<file path="src/rtl/mat_mul_loader.sv">
// Row-streaming operand loader: packs N rows of matrix 1 then N rows of matrix 2,
// then pulses mm_valid_in and holds the operands until the multiplier reports done.
module mat_mul_loader #(
  parameter int W_IN = 8,
  parameter int N    = 8
) (
  input  logic                   clk,
  input  logic                   rst,
  input  logic                   cen,
  input  logic                   row_valid,
  output logic                   row_ready,
  input  logic [N*W_IN-1:0]      row_data,
  input  logic                   mode_in,
  input  logic                   mm_done,
  output logic [N*N*W_IN-1:0]    matrix_1,
  output logic [N*N*W_IN-1:0]    matrix_2,
  output logic                   mm_valid_in,
  output logic                   mm_mode,
  output logic                   busy
);

  localparam int RW = $clog2(N);

  typedef enum logic [1:0] {
    LOAD_A = 2'd0,
    LOAD_B = 2'd1,
    ISSUE  = 2'd2,
    WAIT   = 2'd3
  } state_t;

  state_t          state;
  state_t          next_state;
  logic [RW-1:0]   rcnt;
  logic            xfer;
  logic            last_row;

  assign last_row = (rcnt == RW'(N - 1));
  assign xfer     = row_valid && row_ready;

  always_ff @(posedge clk) begin
    if (rst) begin
      state <= LOAD_A;
    end else if (cen) begin
      state <= next_state;
    end
  end

  always_comb begin
    next_state = state;
    row_ready  = 1'b0;
    unique case (state)
      LOAD_A: begin
        row_ready = cen;
        if (xfer && last_row) next_state = LOAD_B;
      end
      LOAD_B: begin
        row_ready = cen;
        if (xfer && last_row) next_state = ISSUE;
      end
      ISSUE: next_state = WAIT;
      WAIT:  if (mm_done) next_state = LOAD_A;
      default: next_state = LOAD_A;
    endcase
  end

  // Datapath: operands and mode only move on an accepted row, so they stay
  // stable from ISSUE through WAIT without extra hold logic.
  always_ff @(posedge clk) begin
    if (rst) begin
      rcnt     <= '0;
      matrix_1 <= '0;
      matrix_2 <= '0;
      mm_mode  <= 1'b0;
    end else if (cen && xfer) begin
      rcnt <= last_row ? '0 : rcnt + RW'(1);
      if (state == LOAD_A) begin
        matrix_1[int'(rcnt)*N*W_IN +: N*W_IN] <= row_data;
        if (rcnt == '0) mm_mode <= mode_in;
      end else begin
        matrix_2[int'(rcnt)*N*W_IN +: N*W_IN] <= row_data;
      end
    end
  end

  assign mm_valid_in = (state == ISSUE);
  assign busy        = (state != LOAD_A) || (rcnt != '0);

endmodule

</file>
<file path="config.mk">
export PLATFORM = sky130hd
export DESIGN_NAME = mat_mul_loader
export DESIGN_NICKNAME = d
export VERILOG_FILES = /design/src/rtl/mat_mul_loader.sv
export SDC_FILE = /design/constraint.sdc
export NUM_CORES = 2
export LEC_CHECK = 0
export BUFFER_PORTS_ARGS = -buffer_cell sky130_fd_sc_hd__buf_2
export CAP_MARGIN = 20
export CORE_AREA = 3 3 421 423
export DETAILED_ROUTE_END_ITERATION = 7
export DIE_AREA = 0 0 424 426
export PLACE_DENSITY = 0.45
export SLEW_MARGIN = 20
export SYNTH_ARGS = -nofsm -noshare
export SYNTH_HDL_FRONTEND = slang
export SYNTH_SLANG_ARGS = --single-unit
</file>
<file path="constraint.sdc">
create_clock -name clk -period 3.8 [get_ports clk]
set_input_delay 0 -clock clk [delete_from_list [all_inputs] [get_ports clk]]
set_output_delay 0 -clock clk [all_outputs]
set_load 0.005 [all_outputs]
</file>
==> flow_summary.json <==
{
  "outcome": "finished clean",
  "hold_ws_ns": 0.178,
  "path_clk_slew_ns": 0.07,
  "h-tree-depth": 3,
  "regArea_um2": 20600,
  "yosysSeqAreaShare_pct": 50.7,
  "grt_pass1_vias": 30613,
  "clock.fmax_ghz": 0.325,
  "startpoint": "rcnt[0]$_SDFFE_PP0N_",
  "vias": 30907,
  "start_kind": "register",
  "pwr_density_cell_nw_per_um2": 442,
  "synthToLayoutAreaGrowth_pct": 30.8,
  "async_flop_share_pct": 0,
  "p_int_mw": 18.1,
  "yosys_warnings": 0,
  "final_max_slew_viol_count": 0,
  "numCtsBuffers": 118,
  "gp_congestion": 0.819,
  "placed_cells": 6987,
  "clock_sinks": 1030,
  "leakagePower_nw": 28.2,
  "max-slew-margin-rel_pct": 26.9,
  "tns_ns": 0,
  "nNetsFinal": 4938,
  "grt_max_degree": 247,
  "grt_pass1_wl_mm": 250,
  "worst_r2r_endpoint": "state[0]$_SDFFE_PP0P_",
  "reg2regPathDepth": 8,
  "p_comb_share_pct": 4.0,
  "p_sw_mw": 5.47,
  "min_path_type": "in -> reg",
  "multi_input_area_um2": 18900,
  "via_per_inst": 4.25,
  "drc": 0,
  "synth_edf_count": 0,
  "synth_fp_nets": 3863,
  "post-cts-setup-buffer-count": 0,
  "clk_latency_ns": 0.77,
  "postSynthCellCount": 3783,
  "drtIter0Drc": 1843,
  "cp.required_ns": 4.49,
  "cap_violations": 0,
  "cts_tree": "yes",
  "worst_pin_slew_ns": 1.10,
  "dieArea_um2": 181000,
  "die_x_um": 424,
  "crit_path_max_fanout": 41,
  "hpwl_mm": 130,
  "end_kind": "register",
  "die_y_um": 426,
  "core_area_um2": 174000,
  "peakVddDrop_v": 0.000374,
  "r2r_slack_ns": 0.72,
  "synth.avg_cell_area_um2": 10.8,
  "antenna_found_initial": 8,
  "synth_area_um2": 40700,
  "drive_above_1_share_pct": 27.1,
  "drtAntennaViolNets": 0,
  "grt_usage_pct": 19.4,
  "synth_top_flop_cell": "dfxtp_1",
  "cp-endpoint": "state[0]$_SDFFE_PP0P_",
  "clockBufferDepth": 3,
  "finalCritPeriodShare_pct": 81.0,
  "hold_viol": 0,
  "arrival_ns": 3.77,
  "wl_per_cell_um": 25.1,
  "synth_cell_types": 36,
  "start_util_pct": 23.4,
  "p_seq_share_pct": 46.2,
  "finClkSkew_ns": 0.0455,
  "setup_violations": 0,
  "n_fill_cell": 18337,
  "cts.root.buffer_cell": "clkbuf_16",
  "ys_seq_elements": 1030,
  "num_rows": 153,
  "fin_crit_ns": 3.08,
  "firstDrtPassIters": 5,
  "rsz0062_at_grt": "false",
  "grt-ovfl-total": 0,
  "io_pins": 1098,
  "r2r_start": "rcnt[0]$_SDFFE_PP0N_",
  "critPathKind": "reg -> reg",
  "numPortBuffers": 1097,
  "pwr-share-clk_pct": 49.8,
  "finalWirelength_mm": 183,
  "final_cell_count_no_fill": 7278,
  "netSwitchingFraction_pct": 23.2
}
==> synthesized netlist by cell type, types with 2 or more instances <==
library cell	instances	share of area, %
nand3_1	2	0.025
nor2_1	5	0.046
a21oi_1	3	0.037
nand3b_1	23	0.42
mux2i_1	1026	25
buf_4	25	0.46
buf_1	2	0.018
inv_1	6	0.055
nor2b_1	3	0.046
and4b_1	2	0.049
nand2b_1	1089	17
ha_1	10	0.31
nor4b_1	2	0.043
buf_2	97	1.2
nand2_1	272	2.5
dfxtp_1	1030	51
nand4_1	13	0.20
and4_1	2	0.043
or3_1	3	0.046
nor3b_2	2	0.062
or2_2	2	0.031
nor3_1	2	0.025
clkbuf_1	149	1.4
==> cells in the final DEF, fill, tap and decap left out, types with 2 or more instances in the layout <==
cell           synthesis  final
buf_2                 97   1096
buf_12                 0     15
diode_2                0      2
nand2b_1            1089   1089
clkinv_4               0      2
inv_6                  0      3
a21oi_1                3      3
clkbuf_1             149     39
clkbuf_16              0    122
clkinv_2               0     13
and4b_1                2      2
nor3_1                 2      2
or2_2                  2      2
mux2i_1             1026   1026
nand3_4                0      2
ha_1                  10     10
nor4b_4                1      2
nand2_1              272    270
nand3b_1              23     23
clkinvlp_4             0      2
dlygate4sd3_1          0     76
dfxtp_1             1030   1029
nand4_1               13     13
nand2_4                0      2
nor2_1                 5      5
bufinv_16              0      8
buf_4                 25     40
inv_1                  6      6
nor2b_1                3      3
or3_1                  3      3
clkbuf_8               0     22
==> registers in the layout, indices dropped and copies added (netlist names) <==
name / count
matrix_1: 512
rcnt: 3
state: 2
mm_mode: 1
matrix_2: 512
==> worst min-delay path by stage <==
stage / slack, ns / startpoint / depth (start not counted) / end
final: 0.18 / row_data[13] / 4 / matrix_1[461]$_SDFFE_PP0P_
after global routing: 0.13 / row_data[56] / 4 / matrix_1[312]$_SDFFE_PP0P_
after CTS: 0.07 / row_data[60] / 4 / matrix_2[316]$_SDFFE_PP0P_
after detailed placement: 0.25 / mode_in / 3 / mm_mode$_SDFFE_PP0P_
after global placement: 0.24 / mode_in / 3 / mm_mode$_SDFFE_PP0P_
after floorplan: 0.14 / mode_in / 2 / mm_mode$_SDFFE_PP0P_
==> layer usage <==
layer,vias to the layer above,wire length [um],track usage [%]
li1,14658,-,-
met1,15210,76200,23.3
met2,822,91400,34.1
met3,213,9590,4.07
met4,4,5790,6.69
met5,-,25,0
==> critical path, stage by stage, from the launching register on <==
cell and delay (ns):
dfxtp_2 0.32, buf_4 0.55, ha_1 0.26, ha_1 0.24
o2bb2ai_1 0.22, a31oi_1 0.12, dlygate4sd3_1 0.56, nor3_1 0.16
dlygate4sd3_1 0.56
==> metrics by stage <==
| step | setup WS, ns | utilization, % | power, mW | area [um2] |
|---|---|---|---|---|
| floorplan | 0.891 | - | 11.6 | 40700 |
| global placement | 0.874 | 27.9 | 12.0 | 48500 |
| detailed placement | 0.933 | 27.9 | 12.0 | 48500 |
| CTS | 0.581 | 30.6 | 23.9 | 53200 |
| global route | 0.454 | 30.6 | 24.4 | 53200 |
| finish | 0.723 | 30.6 | 23.5 | 53200 |
==> power groups by stage <==
stage          Combinational [mW]  Clock, mW  Sequential, mW
2_1_floorplan               0.469          0            11.1
3_3_place_gp                0.906          0            11.1
3_5_place_dp                0.903          0            11.1
4_1_cts                     0.964       12.1            10.9
5_1_grt                      1.00       12.5            10.9
6_report                    0.948       11.7            10.9
==> area by class of cell <==
| cell class | instances | share of cell area (%) |
|---|---|---|
| Clock buffer | 183 | 6.58 |
| Clock inverter | 30 | 0.752 |
| Sequential cell | 1030 | 38.8 |
| Multi-Input combinational cell | 2474 | 35.5 |
| Timing Repair Buffer | 1228 | 12.9 |
| Inverter | 6 | 0.0423 |
| Antenna cell | 2 | 0.00941 |
| Tap cell | 2325 | 5.47 |
==> cells by family (layout without fill, tap and decap cells) <==
group | Yosys count | after routing | synth area share (%)
other | 0 | 2 | 0
multiplexers | 1026 | 1026 | 25.2
adder cells (fa/ha/maj) | 10 | 10 | 0.308
AO/OA/AOI/OAI | 9 | 9 | 0.157
flip-flops | 1030 | 1030 | 50.7
buffers and inverters | 279 | 1447 | 3.10
AND/OR/NAND/NOR | 1429 | 1429 | 20.5
==> what timing repair did <==
item / in CTS / in global routing
hold buffers: 76 / 0
endpoints found under the hold margin: 1026 / 0
resized for setup: 0 / 0
Note: power is estimated with default switching activity, not from simulation.
